<file path="src/rtl/recop_fetch_unit.sv">
// ReCOP instruction fetch: reads two 16-bit program words per instruction and
// hands {word0, word1} with its PC to decode over a valid/ready handshake.
module recop_fetch_unit #(
  parameter int unsigned           ADDR_W   = 11,
  parameter int unsigned           DATA_W   = 16,
  parameter logic [ADDR_W-1:0]     RESET_PC = '0
) (
  input  logic                  clk,
  input  logic                  reset_n,
  input  logic                  fetch_en,
  output logic [ADDR_W-1:0]     pm_address,
  output logic                  pm_clken,
  input  logic [DATA_W-1:0]     pm_readdata,
  input  logic                  redirect,
  input  logic [ADDR_W-1:0]     redirect_pc,
  output logic                  instr_valid,
  input  logic                  instr_ready,
  output logic [2*DATA_W-1:0]   instr_word,
  output logic [ADDR_W-1:0]     instr_pc
);

  typedef enum logic [1:0] {IDLE, W0, W1} state_t;

  state_t              state, state_n;
  logic [ADDR_W-1:0]   fp, fp_n, ipc, ipc_n, pc_n;
  logic [DATA_W-1:0]   hi, hi_n;
  logic [2*DATA_W-1:0] word_n;
  logic                valid_n, issue, accept;

  assign accept     = instr_valid & instr_ready;
  assign pm_address = redirect ? redirect_pc : fp;
  // Gated by reset so the RAM is never enabled while reset is held, even if redirect is asserted.
  assign pm_clken   = issue & reset_n;

  always_comb begin
    state_n = state;
    fp_n    = fp;
    ipc_n   = ipc;
    hi_n    = hi;
    valid_n = instr_valid;
    word_n  = instr_word;
    pc_n    = instr_pc;
    issue   = 1'b0;

    if (accept) valid_n = 1'b0;

    if (redirect) begin
      issue   = 1'b1;
      valid_n = 1'b0;
      hi_n    = '0;
      ipc_n   = redirect_pc;
      state_n = W0;
    end else begin
      unique case (state)
        IDLE: begin
          if (fetch_en) begin
            issue   = 1'b1;
            ipc_n   = fp;
            state_n = W0;
          end
        end
        W0: begin
          hi_n    = pm_readdata;
          issue   = 1'b1;
          state_n = W1;
        end
        W1: begin
          // With the slot occupied the RAM stays disabled so its output keeps word1.
          if (!instr_valid || accept) begin
            valid_n = 1'b1;
            word_n  = {hi, pm_readdata};
            pc_n    = ipc;
            if (fetch_en) begin
              issue   = 1'b1;
              ipc_n   = fp;
              state_n = W0;
            end else begin
              state_n = IDLE;
            end
          end
        end
        default: state_n = IDLE;
      endcase
    end

    if (issue) fp_n = pm_address + ADDR_W'(1);
  end

  always_ff @(posedge clk or negedge reset_n) begin
    if (!reset_n) begin
      state       <= IDLE;
      fp          <= RESET_PC;
      ipc         <= RESET_PC;
      hi          <= '0;
      instr_valid <= 1'b0;
      instr_word  <= '0;
      instr_pc    <= '0;
    end else begin
      state       <= state_n;
      fp          <= fp_n;
      ipc         <= ipc_n;
      hi          <= hi_n;
      instr_valid <= valid_n;
      instr_word  <= word_n;
      instr_pc    <= pc_n;
    end
  end

endmodule

</file>
<file path="config.mk">
export PLATFORM = sky130hd
export DESIGN_NAME = recop_fetch_unit
export DESIGN_NICKNAME = d
export VERILOG_FILES = /design/src/rtl/recop_fetch_unit.sv
export SDC_FILE = /design/constraint.sdc
export NUM_CORES = 1
export LEC_CHECK = 0
export ABC_AREA = 1
export CORE_AREA = 5 5 89 91
export CTS_CLUSTER_SIZE = 24
export DETAILED_ROUTE_END_ITERATION = 8
export DIE_AREA = 0 0 94 96
export PLACE_DENSITY = 0.83
export SLEW_MARGIN = 10
export SYNTH_ARGS = -nofsm -noshare
export SYNTH_HDL_FRONTEND = slang
export SYNTH_SLANG_ARGS = --single-unit
</file>
<file path="constraint.sdc">
create_clock -name clk -period 2.35 [get_ports clk]
set_clock_uncertainty 0.05 [all_clocks]
set_input_delay 0.235 -clock clk [delete_from_list [all_inputs] [get_ports clk]]
set_output_delay 0.235 -clock clk [all_outputs]
set_load 0.02 [all_outputs]
</file>
After elaboration in Yosys (flattened, before gate mapping)
Cells that the tools add are included.
W data, S select, Z words.
{"block": "totals", "reg_bits": 84, "input_bits": 32, "out_inout_bits": 56, "word_cells": 43}
{"block": "op_classes", "addsub": 1, "n_eq_ne": 4, "mux": 20, "bitwise_logic": 3, "n_reduce_logical": 8}
{"operator": "$mux W11", "n": 4}
{"operator": "$mux W16", "n": 2}
{"operator": "$pmux W11 S2", "n": 1}
{"operator": "$add A11 B1 Y11 const B", "n": 1}
{"operator": "$mux W1", "n": 8}
{"operator": "$mux W2", "n": 3}
{"operator": "$ne A3 B3 Y1 const B", "n": 2}
{"operator": "$pmux W2 S3", "n": 1}
{"operator": "$reduce_and A2 Y1", "n": 2}
{"operator": "$pmux W1 S3", "n": 1}
{"operator": "$reduce_and A3 Y1", "n": 1}
{"operator": "$reduce_bool A3 Y1", "n": 1}
{"operator": "$and A1 B1 Y1", "n": 2}
{"operator": "$eq A2 B1 Y1 const B", "n": 1}
{"operator": "$eq A2 B2 Y1 const B", "n": 1}
{"operator": "$logic_not A2 Y1", "n": 1}
{"operator": "$reduce_bool A2 Y1", "n": 1}
{"operator": "$logic_not A1 Y1", "n": 1}
{"operator": "$logic_or A1 B1 Y1", "n": 1}
{"operator": "$not A1 Y1", "n": 1}

Depth between registers and ports, before layout
Gate-level depths: netlist of the first run.
{"block": "depth", "word_depth": 6, "ltp_mapped": 11, "depth_no_buf": 10}

Least setup slack after synthesis of the first run
Ideal clock, no wire load.
{"block": "synth_timing", "path_kind": "register to output", "from": "register instr_valid", "to": "output pm_clken", "arrival_ns": 1.286, "required_ns": 2.065, "setup_slack_ns": 0.779, "path_stages_with_launch": 9, "n_path_buf": 1, "cell_sequence": "dfrtp_1 > inv_1 > nor2_1 > nand2_1 > nand3_1 > nand2_1 > inv_1 > buf_2 > nor2_1"}
{"block": "synth_via", "elab_chain_len": 6, "word_cells_on_any_way": 7, "cone_classes": "mux: 3; bitwise: 2; reduce/logical: 2"}
{"element": "from (decl)", "line_no": "16", "rtl": "output logic instr_valid,"}
{"element": "from (signal assigned)", "line_no": "103", "rtl": "instr_valid <= valid_n;"}
{"element": "$and A1 B1 Y1 / $logic_not A1 Y1 (equally long branches)", "line_no": "30, 69"}
{"element": "$logic_or A1 B1 Y1 (*)", "line_no": "69", "rtl": "if (!instr_valid || accept) begin"}
{"element": "$mux W1 (*)", "line_no": "69"}
{"element": "$pmux W1 S3 (*)", "line_no": "54", "rtl": "unique case (state)"}
{"element": "$mux W1 (*)", "line_no": "47", "rtl": "if (redirect) begin"}
{"element": "$and A1 B1 Y1 (*)", "line_no": "33", "rtl": "assign pm_clken = issue & reset_n;"}
{"element": "to (decl)", "line_no": "12", "rtl": "output logic pm_clken,"}
Every way passes the cells marked *; elsewhere a longest branch is shown, timed or not.

Worst setup path in the final report of the first run
{"block": "layout_timing", "from": "register state[0]", "to": "output pm_clken"}
{"block": "layout_via", "elab_chain_len": 4, "word_cells_on_any_way": 6, "cone_classes": "eq/ne: 2; mux: 2; bitwise: 1; reduce/logical: 1"}
{"element": "from (decl)", "line_no": "24", "rtl": "state_t state, state_n;"}
{"element": "from (signal assigned)", "line_no": "99", "rtl": "state <= state_n;"}
{"element": "$eq A2 B2 Y1 (tied with other cells)", "line_no": "54"}
{"element": "$pmux W1 S3 (*)", "line_no": "54"}
{"element": "$mux W1 (*)", "line_no": "47"}
{"element": "$and A1 B1 Y1 (*)", "line_no": "33"}
Marked as above.

==> run metrics, run 1 <==
largest net degree at the start of global routing 77; htree depth 3; share of the synthesized area in the top cell type 0.587; CTS Buf Count 9; Clock power frac 0.255; clock root buffer clkbuf_8; row count 31; DP Worst Slack 0.0629 ns; vias in the first global route 2966; Fill cells 606; routed len/inst 13.9 um; setup repair bufs after CTS 0; # IOs 88; area of the mapped netlist 3580 sq um; DR vias 2914; WP data required 2.07 ns; Initial Util 0.507; worst r2r dst ipc[10]; worst-path fanout max 3; CTS tree built; Synth async-reset ratio 1.00; drt drc 0; Port Buffers 87; crit start category flip-flop; gr usage total 0.193; R2R Setup Slk 0.65 ns; setup tns final 0 ns; Netlist cell types 26; P per Cell Area 847 nW/um^2; Final setup violation count 0; area leader, netlist dfrtp_1; Slew headroom 0.542; combinational fraction of design power 0.290; Int Power 2.74 mW; DRT iter0 DRCs 125; vias per inst 4.97; initial antenna violation count 0; HP Class primary input to asynchronous set/reset pin; status completed; Crit Path Category flip-flop to output port; FF-to-FF Start instr_valid; core area 7060 sq um; final-report hold violation count 0; crit path capture type output port; Die H 96 um; min Tclk post-route 2.09 ns; DRT Wirelength 8.13 mm; r2r worst-path depth 7; antenna viol nets, final 0; worst setup margin 0.260 ns; Max Root-Sink Buffers 2; Pleak 2.24 nW; RSZ-0062 raised after global routing false; ANT cells 0; clock-pin slew on the worst setup and hold paths 0.09 ns; Sw Ratio 0.317; Core Util, Final 0.671; sequential-to-total area share from yosys stat 0.587; max_cap viols 0; syn_area_per_cell 9.13 sq um; Sw Pwr 1.27 mW; final period utilization 0.890; Final Max Tran Viols 0; Die Area 9020 sq um; Arr. time, crit path 1.81 ns; DPL Wire Length 5.81 mm; Pre-antenna DRT Iters 4; clock latency on the worst-skew pair 0.33 ns; Post-synth top cells 105 x nand2_1, 84 x dfrtp_1, 54 x o21ai_0, 53 x inv_1, 16 x o22ai_1; most frequent cell after synthesis nand2_1; flops & latches, synth 84; CTS Sinks 84; final global-route overflow total 0; first-pass GRT wire length 13.7 mm; GP Congestion 0.970; Syn Inst Count 392; Post-synth EDFFs 0; VDD IR-drop max 0.452 mV; syn_nets 425; Main synth FF type dfrtp_1; achievable frequency 478 MHz; YS warnings 0; proportion of layout cells with a drive suffix above 1 0.113; nets 515; Die X 94 um; P&R area growth vs syn 32.4%; Synth area leaders dfrtp_1 59%, nand2_1 11%, o21ai_0 7.6%; sequential share of power 0.455; pin slew with the least headroom to its limit 0.685 ns
==> worst max path at each step <==
stage	slack, ns	cells past startpoint	endpoint	start
finish	0.26	7	pm_clken	state[0]
detailed placement	0.06	8	pm_clken	redirect
global placement	0.12	8	pm_clken	redirect
global route	0.10	8	pm_clken	instr_valid
CTS	0.06	8	pm_clken	redirect
floorplan	0.78	8	pm_clken	instr_valid
==> routing by layer <==
| metal | up-vias | wire [um] | share of wire | global-route usage |
|---|---|---|---|---|
| li1 | 1422 | - | - | - |
| met1 | 1372 | 3700 | 0.46 | 0.255 |
| met2 | 105 | 3820 | 0.47 | 0.306 |
| met3 | 15 | 485 | 0.060 | 0.0579 |
| met4 | 0 | 126 | 0.015 | 0.0638 |
| met5 | - | 0 | 0 | 0 |
==> logic make-up (layout without fill, tap and decap cells) <==
group | Yosys count | count (layout) | synth area share
buf+inv | 74 | 169 | 0.0940
fa+ha+maj | 1 | 1 | 0.00350
flops | 84 | 84 | 0.587
simple gates | 150 | 150 | 0.188
compound gates | 83 | 83 | 0.127
==> per-stage QoR <==
| stage | area [sq um] | std cells | hold slack, ns | total power, mW |
|---|---|---|---|---|
| final | 4740 | 586 | 0.406 | 4.01 |
| after global routing | 4740 | 586 | 0.414 | 4.25 |
| after CTS | 4730 | 586 | 0.407 | 4.05 |
| after detailed placement | 4520 | 569 | 0.239 | 3.02 |
| after global placement | 4520 | 569 | 0.232 | 2.99 |
| after floorplan | 3580 | 392 | -0.111 | 2.43 |
==> flip-flops by register name (all words and copies together), names as in the netlist <==
register     cells
hi              16
instr_pc        11
instr_valid      1
ipc             11
instr_word      32
fp              11
state            2
==> worst max-delay path, stage by stage, from the launching register on <==
cell	delay [ns]
dfrtp_1	0.41
inv_2	0.06
o21ai_2	0.15
inv_2	0.04
nand2_1	0.08
inv_1	0.06
nor2_1	0.08
clkdlybuf4s50_1	0.60
==> layout by cell type (no fill, tap or decap), types with 10 or more instances in the layout <==
cell type          n
nand2_1          105
clkdlybuf4s50_1   85
dfrtp_1           84
o21ai_0           54
inv_1             53
o22ai_1           16
nand2_2           14
nand3_1           12
clkbuf_8          10
==> repair_timing <==
action / CTS / global route
endpoints found under the hold margin: 27 / 0
resized for setup: 0 / 2
endpoints found under the setup margin: 0 / 2
hold buffers: 1 / 0
==> cell type report <==
class | count | area [sq um] | share of cell area
flip-flops and latches | 84 | 2100 | 0.444
clock inverters | 5 | 61.3 | 0.0129
inverters | 57 | 216 | 0.0457
well taps | 99 | 124 | 0.0261
clock buffers | 11 | 141 | 0.0298
repair buffers | 96 | 953 | 0.201
multi-input cells | 234 | 1140 | 0.241
==> power by group through the flow <==
stage | sequential [mW] | combinational, mW | clock [mW]
2_1_floorplan | 2.04 | 0.388 | 0
3_3_place_gp | 1.84 | 1.15 | 0
3_5_place_dp | 1.85 | 1.17 | 0
4_1_cts | 1.83 | 1.18 | 1.05
5_1_grt | 1.86 | 1.27 | 1.12
6_report | 1.82 | 1.16 | 1.02
Power figures use the tool's default switching activity.
==> run 2, diff against run 1 <==
Settings changed: CELL_PAD_IN_SITES_DETAIL_PLACEMENT set to 1, CELL_PAD_IN_SITES_GLOBAL_PLACEMENT set to 2, CORE_AREA 5 5 89 91 to 5 5 114 116, DIE_AREA 0 0 94 96 to 0 0 119 121, PLACE_DENSITY 0.83 to not set, PLACE_DENSITY_LB_ADDON set to 0.1.
==> run metrics, run 2 (same netlist as run 1, synthesis figures left out) <==
status completed; Pre-antenna DRT Iters 4; row count 40; fin cells 634; first-pass GRT wire length 15.5 mm; ANT cells 0; Die H 121 um; vias in the first global route 3064; crit start category primary input; largest net degree at the start of global routing 87; min Tclk post-route 2.18 ns; crit path capture type output port; met1 usage 0.180; clock-pin slew on the worst setup and hold paths 0.06 ns; DRT Wirelength 9.16 mm; Final setup violation count 0; # IOs 88; clock latency on the worst-skew pair 0.33 ns; Storage cell area 2100 sq um; worst-path fanout max 15; P per Cell Area 932 nW/um^2; Port Buffers 87; Fill cells 1358; HP Class flip-flop to flip-flop; Arr. time, crit path 1.89 ns; gr usage total 0.133; setup repair bufs after CTS 0; Largest register FFs 32; proportion of layout cells with a drive suffix above 1 0.115; Die X 119 um; Slew headroom 0.506; Die Area 14400 sq um; most used routing layer met2; initial antenna violation count 0; DRT iter0 DRCs 137; commonest cells after routing, fill and taps aside 105 x nand2_1, 86 x clkdlybuf4s50_1, 84 x dfrtp_1, 54 x o21ai_0, 53 x inv_1; routed len/inst 14.4 um; area of the multi-input gates 1140 sq um; Top Registers instr_word (32), hi (16); final-report hold violation count 0; VDD IR-drop max 0.283 mV; Top reg by flops instr_word; setup tns final 0 ns; max_cap viols 0; global routing usage on met2 0.202; PostCTS Resize Cnt 0; Max Root-Sink Buffers 2; nets 516; Crit Path Category primary input to output port; vias per inst 4.52; met3 usage 0.0410; P&R area growth vs syn 38.0%; WHS 0.422 ns; GP Congestion 0.748; DP Cell Count 618; achievable frequency 459 MHz; worst setup margin 0.171 ns; CTS Sinks 84; clock root buffer clkbuf_16; RSZ-0062 raised after global routing false; commonest non-fill, non-tap cell in the layout nand2_1; final period utilization 0.927; Initial Util 0.303; Core Util, Final 0.418; DP Worst Slack 0.158 ns; core area 11800 sq um; Final Total Pwr 4.60 mW; Final Max Tran Viols 0; pin slew with the least headroom to its limit 0.739 ns; CTS Buf Count 9; final global-route overflow total 0; Final Instance Area 4940 sq um; WP data required 2.07 ns; placed cell area 4590 sq um; antenna viol nets, final 0; DR vias 2868; drt drc 0; DPL Wire Length 6.55 mm; Pleak 2.30 nW; htree depth 3; CTS tree built
run 2: cell count changes in the layout (fill, tap and decap cells not counted), sizes merged:
| cell | previous run | this run |
|---|---|---|
| buf | 9 | 10 |
| bufinv | 1 | 3 |
| clkbuf | 11 | 10 |
| clkdlybuf4s50 | 85 | 86 |
| clkinv | 4 | 2 |
| dlymetal6s2s | 1 | 0 |
run 2: worst paths after layout:
kind	start	to	slack, ns	depth (start not counted)
setup / recovery	redirect	pm_clken	0.17	8
hold / removal	fp[1]	fp[1]	0.42	2
setup reg to reg	instr_valid	ipc[7]	0.61	7
hold reg to reg	fp[1]	fp[1]	0.42	2
max in group asynchronous	reset_n	instr_pc[4]	0.77	4
min in group asynchronous	reset_n	instr_word[3]	0.50	3
run 2: cell type report:
type | instances | share of cell area
clock buffers | 10 | 0.0484
clock inverters | 5 | 0.0203
inverters | 57 | 0.0433
multi-input cells | 234 | 0.231
flip-flops and latches | 84 | 0.426
well taps | 147 | 0.0373
repair buffers | 97 | 0.194
run 2: report_power, final:
part / leakage, nW / internal [mW] / total, mW / switching (mW)
logic: 1.05 / 0.526 / 1.17 / 0.643
registers: 1.08 / 1.70 / 1.82 / 0.126
clock network: 0.168 / 1.06 / 1.61 / 0.550
total: 2.30 / 3.28 / 4.60 / 1.32
run 2: repair_timing:
item | CTS | global route
hold buffers | 1 | 0
setup endpoints to repair | 0 | 0
endpoints found under the hold margin | 39 | 0
run 2: layer usage:
layer / vias up / share of wire
met5: - / 0
met2: 64 / 0.45
li1: 1417 / -
met4: 0 / 0.013
met3: 8 / 0.048
met1: 1379 / 0.49
run 2: critical path, stage by stage:
cell	delay [ns]
clkdlybuf4s50_1	0.53
inv_2	0.15
o21ai_2	0.11
inv_2	0.04
nand2_1	0.08
inv_1	0.05
nor2_1	0.08
clkdlybuf4s50_1	0.61
